<file path="src/rtl/cv32e40p_nmr_voter_mon.sv">
// ============================================================================
// cv32e40p_nmr_voter_mon
//
// Purpose:
//   Votes over NUM_LANES redundant copies of a data word. It also watches
//   every lane for disagreement with the majority and isolates a lane once it
//   has disagreed often enough. Each isolation is reported through a small
//   valid/ready handshake. An isolation that cannot be reported because a
//   report is already waiting sets a sticky overflow flag.
//
// Ports:
//   clk, rst           clock, synchronous active-high reset
//   valid_i            lane words form a sample this cycle
//   lane_data_i        lane k at bits [k*WIDTH +: WIDTH]
//   mode_i             0 VOTE, 1 DETECT, 2/3 BYPASS
//   clear_i            clears counters, isolation flags and overflow flag
//   result_o           registered voted word
//   result_valid_o     result_o holds a new sample
//   mismatch_o         some active lane disagreed in that sample
//   no_majority_o      a bit tie was resolved in that sample
//   lane_iso_o         sticky per-lane isolation flags
//   err_valid_o        isolation report pending
//   err_ready_i        consumer accepts the pending report
//   err_lane_o         lane index carried by the pending report
//   err_overflow_o     sticky: an isolation report was dropped
// ============================================================================
module cv32e40p_nmr_voter_mon #(
    parameter int WIDTH      = 32,
    parameter int NUM_LANES  = 3,
    parameter int CNT_W      = 4,
    parameter int ISO_THRESH = 4
) (
    input  logic                         clk,
    input  logic                         rst,
    input  logic                         valid_i,
    input  logic [NUM_LANES*WIDTH-1:0]   lane_data_i,
    input  logic [1:0]                   mode_i,
    input  logic                         clear_i,
    output logic [WIDTH-1:0]             result_o,
    output logic                         result_valid_o,
    output logic                         mismatch_o,
    output logic                         no_majority_o,
    output logic [NUM_LANES-1:0]         lane_iso_o,
    output logic                         err_valid_o,
    input  logic                         err_ready_i,
    output logic [$clog2(NUM_LANES)-1:0] err_lane_o,
    output logic                         err_overflow_o
);

    localparam int              LIDX_W    = $clog2(NUM_LANES);
    localparam int              CNT_LW    = $clog2(NUM_LANES + 1);
    localparam logic [1:0]      MODE_VOTE = 2'd0;
    localparam logic [1:0]      MODE_DET  = 2'd1;
    localparam logic [CNT_W-1:0] CNT_MAX  = {CNT_W{1'b1}};
    localparam logic [CNT_W-1:0] ISO_TH   = CNT_W'(ISO_THRESH);

    typedef enum logic {
        IDLE,
        PEND
    } report_state_e;

    report_state_e state_q, state_d;

    logic [NUM_LANES-1:0]            lane_iso_q, lane_iso_d;
    logic [NUM_LANES-1:0][CNT_W-1:0] cnt_q, cnt_d, cntInc;
    logic [LIDX_W-1:0]               err_lane_q, err_lane_d;
    logic                            err_ovf_q, err_ovf_d;
    logic [WIDTH-1:0]                result_q;
    logic                            result_valid_q, mismatch_q, no_majority_q;

    logic [NUM_LANES-1:0] activeLanes;
    logic [CNT_LW-1:0]    activeCnt;
    logic [CNT_LW-1:0]    onesCnt;
    logic [WIDTH-1:0]     lowWord;
    logic                 lowFound;
    logic [WIDTH-1:0]     majWord;
    logic                 tieAny;
    logic [NUM_LANES-1:0] disagree;
    logic                 countEn;
    logic [NUM_LANES-1:0] isoCand;
    logic [NUM_LANES-1:0] isoMask;
    logic [LIDX_W-1:0]    isoLane;
    logic                 isoFound;
    logic                 isoEvent;
    logic                 errLaneLoad;
    logic                 ovfSet;

    assign activeLanes = ~lane_iso_q;

    // Count the lanes that still take part in voting. Isolation never lets
    // this drop below two.
    always_comb begin
        activeCnt = '0;
        for (int k = 0; k < NUM_LANES; k++) begin
            activeCnt = activeCnt + CNT_LW'(activeLanes[k]);
        end
    end

    // The lowest-index active lane supplies the bit value whenever the
    // remaining lanes split evenly on a bit.
    always_comb begin
        lowWord  = lane_data_i[WIDTH-1:0];
        lowFound = 1'b0;
        for (int k = 0; k < NUM_LANES; k++) begin
            if (activeLanes[k] && !lowFound) begin
                lowWord  = lane_data_i[k*WIDTH +: WIDTH];
                lowFound = 1'b1;
            end
        end
    end

    // Bitwise majority over the active lanes. A bit is set when more than
    // half of the active lanes have it set. An exact half is a tie, which is
    // resolved from lowWord and flagged.
    always_comb begin
        majWord = '0;
        tieAny  = 1'b0;
        onesCnt = '0;
        for (int b = 0; b < WIDTH; b++) begin
            onesCnt = '0;
            for (int k = 0; k < NUM_LANES; k++) begin
                if (activeLanes[k]) begin
                    onesCnt = onesCnt + CNT_LW'(lane_data_i[k*WIDTH + b]);
                end
            end
            if ({onesCnt, 1'b0} > {1'b0, activeCnt}) begin
                majWord[b] = 1'b1;
            end else if ({onesCnt, 1'b0} == {1'b0, activeCnt}) begin
                majWord[b] = lowWord[b];
                tieAny     = 1'b1;
            end
        end
    end

    // A lane disagrees when it is active and its word differs from the
    // majority word. This check runs in every mode, so mismatch_o is
    // meaningful in DETECT and BYPASS as well.
    always_comb begin
        disagree = '0;
        for (int k = 0; k < NUM_LANES; k++) begin
            disagree[k] = activeLanes[k] &&
                          (lane_data_i[k*WIDTH +: WIDTH] != majWord);
        end
    end

    // Per-lane saturating counters advance only in VOTE and DETECT.
    // Isolation candidates are judged on the post-increment values, so the
    // sample that reaches the threshold is the one that isolates the lane.
    always_comb begin
        countEn = valid_i && ((mode_i == MODE_VOTE) || (mode_i == MODE_DET));
        cntInc  = cnt_q;
        isoCand = '0;
        for (int k = 0; k < NUM_LANES; k++) begin
            if (countEn && disagree[k] && (cnt_q[k] != CNT_MAX)) begin
                cntInc[k] = cnt_q[k] + CNT_W'(1);
            end
            isoCand[k] = activeLanes[k] && (cntInc[k] >= ISO_TH);
        end
    end

    // Pick the lowest-index candidate. Only one lane is isolated per cycle.
    // Other candidates wait for a later disagreeing sample. A same-cycle
    // clear wins, and a two-lane voter is never reduced further.
    always_comb begin
        isoLane  = '0;
        isoMask  = '0;
        isoFound = 1'b0;
        for (int k = 0; k < NUM_LANES; k++) begin
            if (isoCand[k] && !isoFound) begin
                isoLane    = LIDX_W'(k);
                isoMask[k] = 1'b1;
                isoFound   = 1'b1;
            end
        end
        isoEvent = valid_i && (mode_i == MODE_VOTE) && !clear_i &&
                   (activeCnt > CNT_LW'(2)) && isoFound;
    end

    // Next values of the counters, isolation flags and overflow flag.
    // clear_i overrides anything that happens in the same cycle.
    always_comb begin
        if (clear_i) begin
            cnt_d      = '0;
            lane_iso_d = '0;
            err_ovf_d  = 1'b0;
        end else begin
            cnt_d      = cntInc;
            lane_iso_d = lane_iso_q | (isoEvent ? isoMask : '0);
            err_ovf_d  = err_ovf_q | ovfSet;
        end
    end

    // Report FSM next state. An acceptance and a new isolation in the same
    // cycle reload the report instead of dropping it. A new isolation with
    // no acceptance is lost and counted as an overflow.
    always_comb begin
        state_d     = state_q;
        errLaneLoad = 1'b0;
        ovfSet      = 1'b0;
        case (state_q)
            IDLE: begin
                if (isoEvent) begin
                    state_d     = PEND;
                    errLaneLoad = 1'b1;
                end
            end
            PEND: begin
                if (err_ready_i) begin
                    if (isoEvent) begin
                        errLaneLoad = 1'b1;
                    end else begin
                        state_d = IDLE;
                    end
                end else if (isoEvent) begin
                    ovfSet = 1'b1;
                end
            end
            default: state_d = IDLE;
        endcase
        err_lane_d = errLaneLoad ? isoLane : err_lane_q;
    end

    // Report FSM outputs. A report is visible exactly while in PEND.
    always_comb begin
        err_valid_o = (state_q == PEND);
    end

    // State registers for the report FSM and the lane-health bookkeeping.
    always_ff @(posedge clk) begin
        if (rst) begin
            state_q    <= IDLE;
            err_lane_q <= '0;
            err_ovf_q  <= 1'b0;
            lane_iso_q <= '0;
            cnt_q      <= '0;
        end else begin
            state_q    <= state_d;
            err_lane_q <= err_lane_d;
            err_ovf_q  <= err_ovf_d;
            lane_iso_q <= lane_iso_d;
            cnt_q      <= cnt_d;
        end
    end

    // Registered result path. The word holds when no sample arrives, while
    // the per-sample flags drop back to zero.
    always_ff @(posedge clk) begin
        if (rst) begin
            result_q       <= '0;
            result_valid_q <= 1'b0;
            mismatch_q     <= 1'b0;
            no_majority_q  <= 1'b0;
        end else if (valid_i) begin
            result_q       <= (mode_i == MODE_VOTE) ? majWord
                                                    : lane_data_i[WIDTH-1:0];
            result_valid_q <= 1'b1;
            mismatch_q     <= |disagree;
            no_majority_q  <= (mode_i == MODE_VOTE) && tieAny;
        end else begin
            result_valid_q <= 1'b0;
            mismatch_q     <= 1'b0;
            no_majority_q  <= 1'b0;
        end
    end

    assign result_o       = result_q;
    assign result_valid_o = result_valid_q;
    assign mismatch_o     = mismatch_q;
    assign no_majority_o  = no_majority_q;
    assign lane_iso_o     = lane_iso_q;
    assign err_lane_o     = err_lane_q;
    assign err_overflow_o = err_ovf_q;

endmodule

</file>
<file path="config.mk">
export PLATFORM = sky130hd
export DESIGN_NAME = cv32e40p_nmr_voter_mon
export DESIGN_NICKNAME = d
export VERILOG_FILES = /design/src/rtl/cv32e40p_nmr_voter_mon.sv
export SDC_FILE = /design/constraint.sdc
export NUM_CORES = 1
export LEC_CHECK = 0
export BUFFER_PORTS_ARGS = -buffer_cell sky130_fd_sc_hd__buf_4
export CAP_MARGIN = 20
export CORE_ASPECT_RATIO = 1.4
export CORE_UTILIZATION = 40
export CTS_CLUSTER_SIZE = 25
export DETAILED_ROUTE_END_ITERATION = 12
export GPL_ROUTABILITY_DRIVEN = 0
export SLEW_MARGIN = 20
export SYNTH_ARGS = -nofsm -noshare
export SYNTH_HDL_FRONTEND = slang
export SYNTH_SLANG_ARGS = --single-unit
export TNS_END_PERCENT = 100
</file>
<file path="constraint.sdc">
create_clock -name clk -period 10.75 [get_ports clk]
set_input_delay 1.6125 -clock clk [delete_from_list [all_inputs] [get_ports clk]]
set_output_delay 1.6125 -clock clk [all_outputs]
set_load 0.01 [all_outputs]
</file>
======== Word level (Yosys, flattened, before mapping) ========
Cells that the tools add are included.
word-level totals
  flip-flop bits (word level) ............. 54
  input port bits ......................... 103
  output and inout port bits .............. 42
  logic and storage cells ................. 440
operators by class
  add/sub/neg operators ................... 69
  order comparisons ....................... 36
  eq/ne operators ......................... 39
  mux-type cells .......................... 248
  bitwise gates (word level) .............. 5
  reductions and logical operators ........ 32
operators by type and width
  kind                   count
  $mux W1                174
  $add A2 B1 Y2          65
  $mux W2                65
  $eq A3 B2 Y1           32
  $gt A3 B2 Y1           32
  $mux W32               3
  $ne A32 B32 Y1         3
  $logic_and A1 B1 Y1    22
  $add A4 B1 Y4 const B  3
  $ge A4 B3 Y1 const B   3
  $mux W4                3
  $ne A4 B4 Y1 const B   3
  $logic_not A1 Y1       5
  $pmux W1 S2            2
  $reduce_or A2 Y1       2
  $mux W3                1
  $not A3 Y3             1
  $or A3 B3 Y3           1
  $reduce_or A3 Y1       1
  $add A1 B1 Y2          1
  $eq A2 B1 Y1 const B   1
  $gt A2 B2 Y1 const B   1
  $logic_not A2 Y1       1
  $not A1 Y1             2
  2 further kinds        2

======== Logic depth before layout (Yosys ltp) ========
  depth in word-level cells ............... 72
  gate-level depth with buffers ........... 21

======== Least setup slack after synthesis ========
No wires, ideal clock.
  path kind ............................... input port to flip-flop
  from .................................... in lane_data_i[22]
  to ...................................... reg err_lane_q[1] (netlist: err_lane_o[1])
  setup time .............................. 0.086 ns
  data arrival time ....................... 5.408 ns
  required time ........................... 10.664 ns
  path slack .............................. 5.256 ns
  stages on the path ...................... 17
  path buffers ............................ 0
  cells stage by stage .................... nor2b_1 -> ha_1 -> mux2_2 -> ha_1 -> mux2_2 -> ha_1 -> nand2b_1 -> or4_4 -> o211ai_2 -> xnor2_1 -> nand4_1 -> nor4_1 -> a41oi_2 -> and4_4 -> a211oi_4 -> nand2_2 -> a221oi_2
between the ends
  cells in the longest elaborated chain, start to end .. 26
ends and longest elaborated chain
  element                                                                line  RTL
  start: declaration                                                     36    input logic [NUM_LANES*WIDTH-1:0] lane_data_i,
  parallel branches: the longest is 26 deep, another holds $gt A3 B2 Y1  -
  end signal: assignment                                                 238   err_lane_q <= err_lane_d;
  end: declaration                                                       66    logic [LIDX_W-1:0] err_lane_q, err_lane_d;
Several ways; the timed one is not identified.
A chain may end at the register's enable or synchronous reset.

======== Final worst setup path ========
  from .................................... in lane_data_i[2]
  to ...................................... reg lane_iso_q[2] (netlist: lane_iso_o[2])
between the ends
  cells in the longest elaborated chain, start to end .. 25
ends and longest elaborated chain
  element                                                                line  RTL
  parallel branches: the longest is 23 deep, another holds $gt A3 B2 Y1  -
  $mux W3 (*)                                                            188   lane_iso_d = lane_iso_q | (isoEvent ? isoMask : '0);
  $or A3 B3 Y3 (*)                                                       188
  end signal: assignment                                                 240   lane_iso_q <= lane_iso_d;
  end: declaration                                                       64    logic [NUM_LANES-1:0] lane_iso_q, lane_iso_d;
Mark *: on every way between the ends.

==> metrics.csv <==
metric;value;unit
Syn Area/Cell;8.129;um^2
Clock Sinks;54;
GR Util All Layers;28.85;%
ANT nets after route;0;
worst-case reg-to-reg path depth;17;
arrival time at the worst endpoint;6160;ps
Crit Path Max Fanout;6;
final net count;1433;
skew final;5.571;ps
post-synthesis simple-gate area fraction;30.17;%
CTS Hold Bufs;0;
Final Setup Violations;0;
xor/xnor share of the synthesized area;9.736;%
CTS buffer count;5;
outcome;complete, no violations;
die width;129.7;um
combinational family with the most area after synthesis;simple AND/OR/NAND/NOR gates;
most common cell in the synthesized netlist;nor2b_1;
CP Data Required Time;10930;ps
maximum vdd drop;0.09808;mV
worst setup path endpoint;lane_iso_o[2];
total grt overflow;0;
IO Port Bufs;144;
Synth Area in Compound Gates;19.02;%
Final Max Tran Viols;0;
H-tree depth reported by CTS;2;
RSZ-0062 raised after global routing;false;
Synth Instances;1124;
number of setup buffers added after CTS;0;
synth-to-layout area growth;15.49;%
Root Driver;clkbuf_16;
top-level I/O count;145;
CP Launch Type;input pin;
Hold Vio Cnt, Final;0;
Multi-input gate area;0.007704;mm^2
clk_lat worst skew;300;ps
P_leak;4.393;nW
r2r endpoint;lane_iso_o[2];
fraction of layout cells with a size suffix above 1;24.53;%
relative slew slack;32.45;%
Yosys top cell area share;13.56;%
Via Count;9292;
Adder-Cell Fraction of Synth Area;13.78;%
synth top area cells;ha_1, dfxtp_1, nor2b_1;
Post-synth EDFFs;0;
CTS clk-pin slew, worst paths;70;ps
Synthesized Nets;1327;
Seq/Total Area, Yosys;11.83;%
Register Area;0.001085;mm^2
Tmin final;5980;ps
R2R setup slack;4940;ps
Synth Register Bits;54;
Starting Density;40.71;%
Max Cap Viol;0;
HPWL Detailed;25.97;mm
initial antenna violation count;1;
clk buf depth;2;
DR vias/cell;6.061;
Critical Path Source;lane_data_i[2];
Remaining DRCs;0;
Tightest Pin Transition;1013;ps
Synth cell types;81;
vias in the first global route;8783;
number of filler cells placed in the layout;2301;
largest net degree at the start of global routing;61;
Post-synth top cells;nor2b_1, ha_1, nor2_1;
Die Height;180.8;um
CTS tree;done;
setup TNS;0;ps
final hold slack;472.3;ps
FP Rows;65;
synth warn;0;
Cell Area, Synth;0.009138;mm^2
type of the most critical hold path;flop to flop;
Final Cycle Share;55.63;%
CP endpoint kind;flop;
CTS resizes;0;
DR WL/cell;22.00;um
DR iter-0 viols;710;
worst r2r src;lane_iso_o[1];
critical path class;input pin to flop;
Max Clock Freq;167.2;MHz
Core Box Area;0.02245;mm^2
Async SR Flop Fraction;0;%
global-route wire length before repair;51.43;mm
Pre-antenna DRT Iters;7;
final wirelength;33.72;mm
Post-synth top flop;dfxtp_1;
die area;0.02346;mm^2
cell taking the most area after synthesis;ha_1;
post-synthesis mux area share;11.56;%
PwrDens;75.58;mW/mm^2
## worst max-delay path: stages
cell and delay [ps]:
buf_4 140, nor2b_1 140, ha_1 290, mux2_2 270
ha_1 270, mux2_2 260, ha_1 300, nor2b_1 230
nand2b_1 260, o211ai_1 210, xor2_1 210, a2111oi_0 510
nand4_1 360, o31ai_4 360, mux2i_1 370, nand2_1 120
nand2_1 140, o22ai_1 90
## flip-flops by register name, summed over array words and instances, names as in the netlist
| name | count |
|---|---|
| mismatch_o | 1 |
| err_lane_o | 2 |
| result_valid_o | 1 |
| no_majority_o | 1 |
| result_o | 32 |
| err_overflow_o | 1 |
| lane_iso_o | 3 |
| err_valid_o | 1 |
| cnt_q | 12 |
## worst min path at each step
stage / cells past startpoint / slack (ps) / to / from
after global placement: 2 / 460 / result_o[3] / result_o[3]
after CTS: 2 / 480 / result_o[3] / result_o[3]
after floorplan: 2 / 480 / cnt_q[11] / cnt_q[11]
after global routing: 2 / 500 / result_o[3] / result_o[3]
after detailed placement: 2 / 460 / result_o[8] / result_o[8]
final: 2 / 470 / result_o[3] / result_o[3]
## cell families (layout without fill, tap and decap cells)
kind of cell	Yosys count	count (layout)
flip-flops	54	54
XOR/XNOR	87	87
adder cells (fa/ha/maj)	100	100
AND/OR/NAND/NOR	502	502
other	0	1
AO/OA/AOI/OAI	215	215
buffers and inverters	69	176
multiplexers	97	97
## layout make-up
class | count | share of cell area [%]
clock inverters | 3 | 0.4506
inverters | 13 | 0.4624
well taps | 301 | 3.569
diodes | 1 | 0.02371
repair buffers | 155 | 11.03
multi-input cells | 1001 | 73.00
flip-flops and latches | 54 | 10.28
clock buffers | 5 | 1.186
## power breakdown
group	total (W)	switching, W	internal [W]	leakage, nW
clock network	0.000189	0.0000772	0.000112	0.0848
logic	0.000394	0.000222	0.000172	3.87
registers	0.000214	0.00000527	0.000209	0.443
## placed cells by master (no fill, tap or decap), types with 3 or more instances in the layout
master,instances
nand3_1,22
nor3_1,14
and4_1,3
ha_1,99
xor2_1,33
o221ai_1,16
a22oi_1,16
mux2_2,64
or2_2,6
and2_1,3
o211ai_2,8
o211a_1,7
nor3b_1,3
xnor2_1,40
o21ai_0,21
a2111oi_0,4
nand2_1,81
inv_1,11
or4_4,3
nor2b_1,121
o2111ai_1,5
o211ai_1,28
a21oi_1,55
buf_4,155
clkbuf_16,5
mux2i_1,32
nor2_1,95
and3b_1,3
dfxtp_1,51
or3_1,3
o22ai_1,10
nor4_1,19
nand4_1,57
xnor2_2,12
a31oi_1,4
dfxtp_2,3
nand2b_1,48
a211oi_1,3
o221ai_2,14
## metrics by stage
stage / util [%] / std cells / power, W / setup WS [ps] / area, um^2
after floorplan: - / 1124 / 0.0004555 / 5256 / 9138
after global placement: 46.23 / 1524 / 0.0006024 / 4556 / 10380
after detailed placement: 46.23 / 1524 / 0.0006061 / 4518 / 10380
after CTS: 47.00 / 1532 / 0.0007989 / 4810 / 10550
after global routing: 47.00 / 1532 / 0.0008424 / 4479 / 10550
final: 47.01 / 1533 / 0.0007976 / 4770 / 10550
## per-layer routing
metal	wire, um	GRT usage (%)
met1	14160	36.99
met3	2124	3.228
met5	0	0
met4	2214	18.70
met2	15220	45.24
Note: power is estimated with default switching activity, not from simulation.
